<file path="src/rtl/chip8_blitter.sv">
// rtl/chip8_blitter.sv - CHIP-8/SCHIP framebuffer blitter: sprite XOR-draw, clear and scroll
// Ports:
//   clk, res             clock, asynchronous active-high reset
//   hires                1: 128x64 active area, 0: 64x32 (top-left of buffer)
//   op/src/srcHeight     operation, sprite source address, sprite row count
//   destX/destY          sprite position; destY[3:0] is the SCROLL_DOWN distance
//   enable / done        start strobe (sampled when idle) / idle and not starting
//   collision            last sprite cleared at least one set pixel
//   ram_en/ram_addr/ram_out   main RAM read port, data one cycle after ram_en
//   fb_en/fb_wr/fb_addr/fb_in/fb_out  framebuffer port, read data one cycle after fb_en
module chip8_blitter #(
    parameter int SCROLL_X = 4
) (
    input  logic        clk,
    input  logic        res,
    input  logic        hires,
    input  logic [2:0]  op,
    input  logic [11:0] src,
    input  logic [3:0]  srcHeight,
    input  logic [6:0]  destX,
    input  logic [5:0]  destY,
    input  logic        enable,
    output logic        done,
    output logic        collision,
    output logic        ram_en,
    output logic [11:0] ram_addr,
    input  logic [7:0]  ram_out,
    output logic        fb_en,
    output logic        fb_wr,
    output logic [9:0]  fb_addr,
    output logic [7:0]  fb_in,
    input  logic [7:0]  fb_out
);

    localparam logic [2:0] OP_CLEAR        = 3'd0;
    localparam logic [2:0] OP_SPRITE       = 3'd1;
    localparam logic [2:0] OP_SPRITE16     = 3'd2;
    localparam logic [2:0] OP_SCROLL_DOWN  = 3'd3;
    localparam logic [2:0] OP_SCROLL_RIGHT = 3'd4;
    localparam logic [2:0] OP_SCROLL_LEFT  = 3'd5;

    typedef enum logic [3:0] {
        S_IDLE, S_CLEAR, S_FETCH, S_FETCH2, S_CAPTURE,
        S_SP_RD, S_SP_WAIT, S_SP_WR, S_SC_RD, S_SC_WAIT, S_SC_WR
    } state_t;

    state_t      state, state_nx;
    logic [2:0]  op_q;
    logic        hires_q;
    logic [11:0] ptr;
    logic [4:0]  nrows;
    logic [3:0]  xb;
    logic [2:0]  xs;
    logic [5:0]  y0;
    logic [3:0]  n_q;
    logic [5:0]  r_cnt;
    logic [3:0]  b_cnt;
    logic [1:0]  k_cnt;
    logic [7:0]  spr_hi, spr_lo, old_q, carry;

    // Sprite geometry
    logic        wide;
    logic [23:0] pat24;
    logic [7:0]  pat_byte;
    logic [5:0]  sp_row_sum;
    logic [3:0]  sp_col_sum;
    logic [9:0]  sp_addr;
    logic        sp_row_last, sp_last;

    assign wide       = (op_q == OP_SPRITE16);
    assign pat24      = (wide ? {spr_hi, spr_lo, 8'h00} : {spr_hi, 16'h0000}) >> xs;
    assign sp_row_sum = y0 + r_cnt;
    assign sp_col_sum = xb + {2'b00, k_cnt};
    // Lores wraps row at 32 and byte column at 8, so bytes 8..15 are never touched
    assign sp_addr    = hires_q ? {sp_row_sum, sp_col_sum}
                                : {1'b0, sp_row_sum[4:0], 1'b0, sp_col_sum[2:0]};
    assign sp_row_last = (k_cnt == (wide ? 2'd2 : 2'd1));
    assign sp_last     = sp_row_last && (r_cnt[4:0] == nrows - 5'd1);

    always_comb begin
        case (k_cnt)
            2'd0:    pat_byte = pat24[23:16];
            2'd1:    pat_byte = pat24[15:8];
            default: pat_byte = pat24[7:0];
        endcase
    end

    // Scroll geometry
    logic [5:0] h_max;
    logic [3:0] bw_max;
    logic       zero_fill, sc_row_end, sc_last;
    logic [5:0] src_row;
    logic [7:0] sc_data;

    assign h_max      = hires_q ? 6'd63 : 6'd31;
    assign bw_max     = hires_q ? 4'd15 : 4'd7;
    assign zero_fill  = (op_q == OP_SCROLL_DOWN) && (r_cnt < {2'b00, n_q});
    assign src_row    = (op_q == OP_SCROLL_DOWN) ? (r_cnt - {2'b00, n_q}) : r_cnt;
    assign sc_row_end = (op_q == OP_SCROLL_LEFT) ? (b_cnt == 4'd0) : (b_cnt == bw_max);
    assign sc_last    = sc_row_end && ((op_q == OP_SCROLL_DOWN) ? (r_cnt == 6'd0) : (r_cnt == h_max));

    // carry holds the unmodified neighbour already visited on this row
    always_comb begin
        case (op_q)
            OP_SCROLL_DOWN:  sc_data = zero_fill ? 8'h00 : old_q;
            OP_SCROLL_RIGHT: sc_data = {carry[SCROLL_X-1:0], old_q[7:SCROLL_X]};
            OP_SCROLL_LEFT:  sc_data = {old_q[7-SCROLL_X:0], carry[7:8-SCROLL_X]};
            default:         sc_data = old_q;
        endcase
    end

    // State register
    always_ff @(posedge clk or posedge res) begin
        if (res) state <= S_IDLE;
        else     state <= state_nx;
    end

    // Next-state logic
    always_comb begin
        state_nx = state;
        case (state)
            S_IDLE: begin
                if (enable) begin
                    case (op)
                        OP_CLEAR:        state_nx = S_CLEAR;
                        OP_SPRITE,
                        OP_SPRITE16:     state_nx = S_FETCH;
                        OP_SCROLL_DOWN:  state_nx = (destY[3:0] != 4'd0) ? S_SC_RD : S_IDLE;
                        OP_SCROLL_RIGHT,
                        OP_SCROLL_LEFT:  state_nx = S_SC_RD;
                        default:         state_nx = S_IDLE;
                    endcase
                end
            end
            S_CLEAR:   if ({r_cnt, b_cnt} == 10'h3FF) state_nx = S_IDLE;
            S_FETCH:   state_nx = wide ? S_FETCH2 : S_CAPTURE;
            S_FETCH2:  state_nx = S_CAPTURE;
            S_CAPTURE: state_nx = S_SP_RD;
            S_SP_RD:   state_nx = S_SP_WAIT;
            S_SP_WAIT: state_nx = S_SP_WR;
            S_SP_WR:   state_nx = sp_last ? S_IDLE : (sp_row_last ? S_FETCH : S_SP_RD);
            S_SC_RD:   state_nx = S_SC_WAIT;
            S_SC_WAIT: state_nx = S_SC_WR;
            S_SC_WR:   state_nx = sc_last ? S_IDLE : S_SC_RD;
            default:   state_nx = S_IDLE;
        endcase
    end

    // Datapath registers
    always_ff @(posedge clk or posedge res) begin
        if (res) begin
            op_q <= 3'd0; hires_q <= 1'b0; ptr <= 12'd0; nrows <= 5'd0;
            xb <= 4'd0; xs <= 3'd0; y0 <= 6'd0; n_q <= 4'd0;
            r_cnt <= 6'd0; b_cnt <= 4'd0; k_cnt <= 2'd0;
            spr_hi <= 8'h00; spr_lo <= 8'h00; old_q <= 8'h00; carry <= 8'h00;
            collision <= 1'b0;
        end else begin
            case (state)
                S_IDLE: if (enable) begin
                    op_q    <= op;
                    hires_q <= hires;
                    ptr     <= src;
                    nrows   <= (op == OP_SPRITE16) ? 5'd16 : {1'b0, srcHeight};
                    xb      <= destX[6:3];
                    xs      <= destX[2:0];
                    y0      <= hires ? destY : {1'b0, destY[4:0]};
                    n_q     <= destY[3:0];
                    r_cnt   <= (op == OP_SCROLL_DOWN) ? (hires ? 6'd63 : 6'd31) : 6'd0;
                    b_cnt   <= (op == OP_SCROLL_LEFT) ? (hires ? 4'd15 : 4'd7) : 4'd0;
                    k_cnt   <= 2'd0;
                    carry   <= 8'h00;
                    if (op == OP_SPRITE || op == OP_SPRITE16) collision <= 1'b0;
                end
                S_CLEAR:   {r_cnt, b_cnt} <= {r_cnt, b_cnt} + 10'd1;
                S_FETCH:   ptr <= ptr + 12'd1;
                S_FETCH2: begin
                    ptr    <= ptr + 12'd1;
                    spr_hi <= ram_out;
                end
                S_CAPTURE: begin
                    if (wide) spr_lo <= ram_out;
                    else      spr_hi <= ram_out;
                end
                S_SP_WAIT: begin
                    old_q <= fb_out;
                    if ((fb_out & pat_byte) != 8'h00) collision <= 1'b1;
                end
                S_SP_WR: begin
                    if (sp_row_last) begin
                        k_cnt <= 2'd0;
                        r_cnt <= r_cnt + 6'd1;
                    end else begin
                        k_cnt <= k_cnt + 2'd1;
                    end
                end
                S_SC_WAIT: old_q <= fb_out;
                S_SC_WR: begin
                    carry <= sc_row_end ? 8'h00 : old_q;
                    if (op_q == OP_SCROLL_LEFT) begin
                        if (b_cnt == 4'd0) begin
                            b_cnt <= bw_max;
                            r_cnt <= r_cnt + 6'd1;
                        end else begin
                            b_cnt <= b_cnt - 4'd1;
                        end
                    end else if (b_cnt == bw_max) begin
                        b_cnt <= 4'd0;
                        r_cnt <= (op_q == OP_SCROLL_DOWN) ? (r_cnt - 6'd1) : (r_cnt + 6'd1);
                    end else begin
                        b_cnt <= b_cnt + 4'd1;
                    end
                end
                default: ;
            endcase
        end
    end

    // Output logic
    always_comb begin
        done     = (state == S_IDLE) && !enable;
        ram_en   = 1'b0;
        ram_addr = ptr;
        fb_en    = 1'b0;
        fb_wr    = 1'b0;
        fb_addr  = 10'd0;
        fb_in    = 8'h00;
        case (state)
            S_CLEAR: begin
                fb_en = 1'b1; fb_wr = 1'b1; fb_addr = {r_cnt, b_cnt};
            end
            S_FETCH, S_FETCH2: ram_en = 1'b1;
            S_SP_RD: begin
                fb_en = 1'b1; fb_addr = sp_addr;
            end
            S_SP_WAIT: fb_addr = sp_addr;
            S_SP_WR: begin
                fb_en = 1'b1; fb_wr = 1'b1; fb_addr = sp_addr; fb_in = old_q ^ pat_byte;
            end
            S_SC_RD: begin
                fb_en = !zero_fill; fb_addr = {src_row, b_cnt};
            end
            S_SC_WAIT: fb_addr = {r_cnt, b_cnt};
            S_SC_WR: begin
                fb_en = 1'b1; fb_wr = 1'b1; fb_addr = {r_cnt, b_cnt}; fb_in = sc_data;
            end
            default: ;
        endcase
    end

endmodule

</file>
<file path="config.mk">
export PLATFORM = sky130hd
export DESIGN_NAME = chip8_blitter
export DESIGN_NICKNAME = d
export VERILOG_FILES = /design/src/rtl/chip8_blitter.sv
export SDC_FILE = /design/constraint.sdc
export NUM_CORES = 1
export LEC_CHECK = 0
export CAP_MARGIN = 10
export CORE_UTILIZATION = 35
export CTS_BUF_LIST = sky130_fd_sc_hd__clkbuf_8 sky130_fd_sc_hd__clkbuf_16
export DETAILED_ROUTE_END_ITERATION = 10
export PLACE_DENSITY = 0.56
export REMOVE_ABC_BUFFERS = 1
export SLEW_MARGIN = 5
export SYNTH_ARGS = -nofsm -noshare
export SYNTH_HDL_FRONTEND = slang
export SYNTH_SLANG_ARGS = --single-unit
</file>
<file path="constraint.sdc">
create_clock -name clk -period 3.53 [get_ports clk]
set_input_delay 0.706 -clock clk [delete_from_list [all_inputs] [get_ports clk]]
set_output_delay 0.706 -clock clk [all_outputs]
set_load 0.05 [all_outputs]
</file>
==> results.cfg, run 1 <==
[critical_path]
r2r_setup_slack_ps = 920
cp_max_fo = 3
r2r_start = state[0]
r2r-end = r_cnt[3]
arrival_ps = 2710
crit_chain = inv_2 -> ha_2 -> inv_1 -> fa_2 -> a21oi_2 -> o211ai_1 -> nor2_2 -> buf_4 -> nand2_1 -> nand2_1 -> a32oi_1 -> o22ai_2 -> buf_12
max_stage_delay_ps = 390
crit_path_frequent_cell = nand2_1
cp_data_required_time_ps = 2820
end_kind = output port
start_kind = flop
crit_type = reg -> out
r2r_cells = 7
slowest_stage = dfrtp_1

[layout]
drive_above_1_share_pct = 15.44
fin_area_um2 = 8149
nets = 925
stdcell_count = 1084
antenna_cells = 0
area.growth.synth_to_final_pct = 25.37

[logic_synthesis]
synth_seq_cells = 83
synth_top_cell_by_area = dfrtp_1
synth.distinct_cells = 76
synthFlopType = dfrtp_1
async_flop_share_pct = 100.0
synth_top_area_share_pct = 31.95
synth.avg_cell_area_um2 = 8.442
synth_area_um2 = 6500
ys_warn_count = 0
netlist_instances = 770
synth_area_leaders = dfrtp_1 32%, nand2_1 6.2%, mux2_2 4.9%, o21ai_0 4.1%, ha_1 3.8%
yosysMostFrequentCell = nand2_1
yosys-top-cells-count = 108 x nand2_1, 83 x dfrtp_1, 53 x nor2_1, 53 x o21ai_0, 47 x a21oi_1
synth-edff-count = 0
yosysSeqAreaShare_pct = 31.95

[sta]
maxSlewViolCount = 0
finalCritPeriodShare_pct = 96.69
rsz0062_at_grt = false
timing.fmax_mhz = 293.0
hold_viol = 0
slew_headroom_pct = 35.65
skew_ps = 7.408
fin_crit_ps = 3413
tightestPinTransition_ps = 960.7
setup_violations = 0

[power]
p_per_area_nw_per_um2 = 1059
power.leakage_uw = 0.003347
swShare_pct = 50.03
intPower_uw = 4313
power.clock.fraction_pct = 12.4
p_sw_uw = 4318
seq_power_share_pct = 24.3
comb_power_share_pct = 63.3
vdd_ir_drop_max_uv = 394.7

[global_routing]
grt_max_degree = 36
grt_pass1_wl_mm = 32.10
grt_overflow = 0
grt_pass1_vias = 5947
grt_use_total_pct = 21.24
antenna_found_initial = 0

[hold_path]
hold-path-endpoint = ram_addr[11]
holdPathStages = 1
holdCritStartpoint = ram_addr[11]
min_path_type = reg -> reg

[cts]
cts_root_buffer = clkbuf_16
h-tree-depth = 3
cts_sinks = 83
clk_path_buf_depth = 2
path_clk_slew_ps = 70
cts_buffers = 9
insertion_delay_ps = 360
cts_hold_buf = 0
tritoncts = yes

[route]
ant_nets = 0
initialDrtViolationCount = 492
vias_per_cell = 5.786
wire_per_inst_um = 18.35
via_count = 6272
drc_errors = 4
wirelength_mm = 19.89
drt_first_pass_iters = 9

[placement]
dp.cells = 1065
placed_area_um2 = 7734
io_buffers = 86
dp_hpwl_mm = 14.58
place_congestion = 0.9029

[floorplan]
coreArea_um2 = 18090
start_util_pct = 35.94
die_h_um = 138.3
dieArea_um2 = 19120
ios = 87
num_rows = 49
die_w_um = 138.3

[run]
max_cap_viol_count = 0

[status]
violations = design-rule violations
status = finished with violations
-- sequential cells by signal, indices dropped and copies added, names as in the netlist --
register   flops
nrows          5
r_cnt          6
spr_hi         8
ram_addr      12
hires_q        1
xs             3
carry          8
old_q          8
k_cnt          2
xb             4
y0             6
b_cnt          4
spr_lo         8
state          4
op_q           3
collision      1
-- layer usage --
metal	global-route usage [%]	share of wire [%]	routed length [µm]	up-vias
met1	30.59	48	9647	3032
li1	-	-	-	3022
met5	0	0	0	-
met4	7.924	1.7	343	0
met2	32.55	45	8867	191
met3	2.667	5.2	1034	27
-- final cells by class --
class | instances | area [µm²]
clock buffer | 9 | 225.2
fill | 1809 | 9937
tap | 229 | 286.5
timing repair buffer | 121 | 1219
clock inverter | 7 | 101.3
multi-input combinational | 607 | 4133
sequential | 83 | 2078
inverter | 28 | 106.4
-- cells by family (layout without fill, tap and decap cells) --
logic type / Yosys count / in the layout / share of synthesized area, %
xor gates and xnor gates: 14 / 14 / 1.886
adders and majority gates: 23 / 23 / 4.774
muxes: 60 / 60 / 11.32
AOI/OAI and AO/OA: 224 / 224 / 23.35
buffers and inverters: 80 / 165 / 5.351
and+or+nand+nor: 286 / 286 / 21.37
DFF: 83 / 83 / 31.95
-- how the worst max path moves through the flow --
| stage | slack, ps | to | startpoint | cells past startpoint |
|---|---|---|---|---|
| after floorplan | -30 | fb_in[0] | xs[0] | 5 |
| after global placement | 340 | fb_in[2] | r_cnt[0] | 12 |
| after detailed placement | 320 | fb_in[6] | xs[1] | 8 |
| after CTS | -4 | fb_addr[8] | r_cnt[0] | 13 |
| after global routing | 4 | fb_in[5] | op_q[0] | 8 |
| final | 120 | fb_addr[8] | r_cnt[0] | 13 |
-- stage by stage --
step           utilization [%]  TNS, ps  hold WS (ps)  power [µW]  setup slack (ps)
2_1_floorplan                -   -55.17         452.3        5562            -30.90
3_3_place_gp             42.76        0         481.8        7387             337.8
3_5_place_dp             42.76        0         479.9        7395             321.4
4_1_cts                  44.74   -3.708         496.1        8525            -3.708
5_1_grt                  45.06        0         514.1        9231             4.169
6_report                 45.06        0         498.9        8631             116.8
-- cells in the final DEF (no fill, tap or decap), types with 7 or more instances in the layout --
cell type	n
buf_12	11
mux2_2	28
o21ai_0	51
nor2_1	52
o211ai_1	7
nand2b_1	8
a31oi_1	8
nand4_1	8
a22o_1	18
clkdlybuf4s50_1	66
xor2_1	7
o221ai_1	9
nor2b_1	11
a211oi_1	7
and3_1	10
mux4_2	8
ha_1	17
mux2i_1	24
xnor2_1	7
nand2_1	108
a21oi_1	45
a311oi_1	7
nor3_1	19
clkbuf_16	9
dfrtp_1	82
nand3_1	30
inv_1	25
buf_4	42
-- critical path, delay by kind of cell (launching register included) --
family	cells	cell delay, ps
buffers and inverters	4	430
AO/OA/AOI/OAI	4	660
AND/OR/NAND/NOR	3	320
flip-flops	1	390
adder cells (fa/ha/maj)	2	540
-- power groups by stage --
stage	Combinational, µW	Clock [µW]	Sequential (µW)
after detailed placement	5330	0	2070
after floorplan	3290	0	2270
after global placement	5320	0	2070
after CTS	5370	1090	2060
after global routing	5920	1130	2170
final	5460	1070	2100
-- repair_timing --
action	in CTS	in global routing
pin swaps	1	6
gates resized for setup	6	13
endpoints found under the hold margin	0	0
setup buffers	1	2
setup endpoints to repair	6	10
No activity file was read; power rests on OpenSTA's default activity.
==> run 2: changes to the inputs <==
- GPL_ROUTABILITY_DRIVEN: default -> 1
- PLACE_DENSITY: 0.56 -> default
==> results.cfg, run 2 (synthesized netlist as in run 1, its figures left out) <==
[route]
drc_errors = 4
via_count = 6281
drt_first_pass_iters = 9
ant_nets = 0
wire_per_inst_um = 18.04
vias_per_cell = 5.827
initialDrtViolationCount = 641
wirelength_mm = 19.45

[power]
finalPower_uw = 8591
power.leakage_uw = 0.003335
vdd_ir_drop_max_uv = 425.7
p_per_area_nw_per_um2 = 1061

[layout]
final_cell_mix = 108 x nand2_1, 81 x dfrtp_1, 65 x clkdlybuf4s50_1, 52 x nor2_1, 52 x o21ai_0
fin_util_pct = 44.78
largest_register_ffs = 12
antenna_cells = 0
final_common_cell = nand2_1
fillCellCount = 1756
area.growth.synth_to_final_pct = 24.60
nets = 919
stdcell_count = 1078
drive_above_1_share_pct = 14.37
fin_area_um2 = 8099

[floorplan]
num_rows = 49
ios = 87
start_util_pct = 35.94
die_w_um = 138.3
dieArea_um2 = 19120
coreArea_um2 = 18090
die_h_um = 138.3

[critical_path]
start_kind = flop
crit_type = reg -> out
end_kind = output port
cp_data_required_time_ps = 2820
arrival_ps = 2680
r2r_start = state[0]
critPathLaunch = r_cnt[0]
cp_max_fo = 8

[global_routing]
grt_pass1_vias = 5711
grt_max_degree = 50
grt_overflow = 0
grt_pass1_wl_mm = 30.97
grt_use_total_pct = 20.29
antenna_found_initial = 0

[placement]
io_buffers = 86
dp.cells = 1062
placed_area_um2 = 7749
dp_hpwl_mm = 14.07
place_congestion = 0.8902

[sta]
tightestPinTransition_ps = 952.4
timing.fmax_mhz = 294.9
hold_ws_ps = 496.3
slew_headroom_pct = 36.50
finalCritPeriodShare_pct = 96.06
maxSlewViolCount = 0
fin_crit_ps = 3391
rsz0062_at_grt = false
skew_ps = 5.053
setup_violations = 0
hold_viol = 0

[cts]
h-tree-depth = 3
cts_buffers = 9
insertion_delay_ps = 350
clk_path_buf_depth = 2
cts_hold_buf = 0
cts_root_buffer = clkbuf_16
tritoncts = yes
path_clk_slew_ps = 70
cts_sinks = 83
cts_setup_buffers = 0

[hold_path]
min_path_type = reg -> reg
holdCritStartpoint = xb[3]

[status]
status = finished with violations
violations = design-rule violations

[run]
max_cap_viol_count = 0
## run 2: cell type report
class | instances | area [µm²] | share of cell area (%)
Sequential cell | 83 | 2079 | 25.68
Clock buffer | 9 | 225.2 | 2.781
Multi-Input combinational cell | 607 | 4104 | 50.67
Timing Repair Buffer | 115 | 1206 | 14.89
Clock inverter | 7 | 91.34 | 1.128
Tap cell | 229 | 286.5 | 3.538
Inverter | 28 | 106.4 | 1.313
## run 2: final timing paths
kind / cells after the start / to / slack (ps)
max reg2reg: 8 / r_cnt[2] / 820
min in group asynchronous: 2 / xs[2] / 850
max in group asynchronous: 3 / nrows[4] / 2010
min: 2 / xb[3] / 500
min reg2reg: 2 / xb[3] / 500
max: 12 / fb_in[2] / 140
## run 2: repair_timing
action	4_1_cts	5_1_grt
gates resized for setup	5	7
pin swaps	1	3
endpoints found under the setup margin	5	9
## run 2: where the power goes
part	switching (µW)	internal, µW
sequential	679	1390
clock	425	619
combinational	3170	2310
total	4280	4320
## run 2: routing by layer
layer  vias to the layer above  track usage [%]  wire length [µm]
met5                         -                0                 0
met4                         0            6.623               295
met3                        23            3.048              1163
met2                       239            30.59              8779
met1                      3009            29.68              9206
li1                       3010                -                 -
## run 2: worst max-delay path: stages, from the launching register on
cell and delay, ps:
dfrtp_1 390, inv_2 90, ha_1 170, inv_1 60, fa_2 370, a21oi_2 150
o211ai_1 150, nor2_2 200, a211oi_4 120, a21o_1 170, a21oi_1 190, o21ai_2 110
buf_12 160
## run 2: through the flow
| stage | setup TNS, ps | setup WS [ps] |
|---|---|---|
| after CTS | 0 | 16.52 |
| after global placement | 0 | 309.7 |
| after floorplan | -55.17 | -30.90 |
| after global routing | 0 | 6.700 |
| final | 0 | 139.1 |
| after detailed placement | 0 | 271.6 |
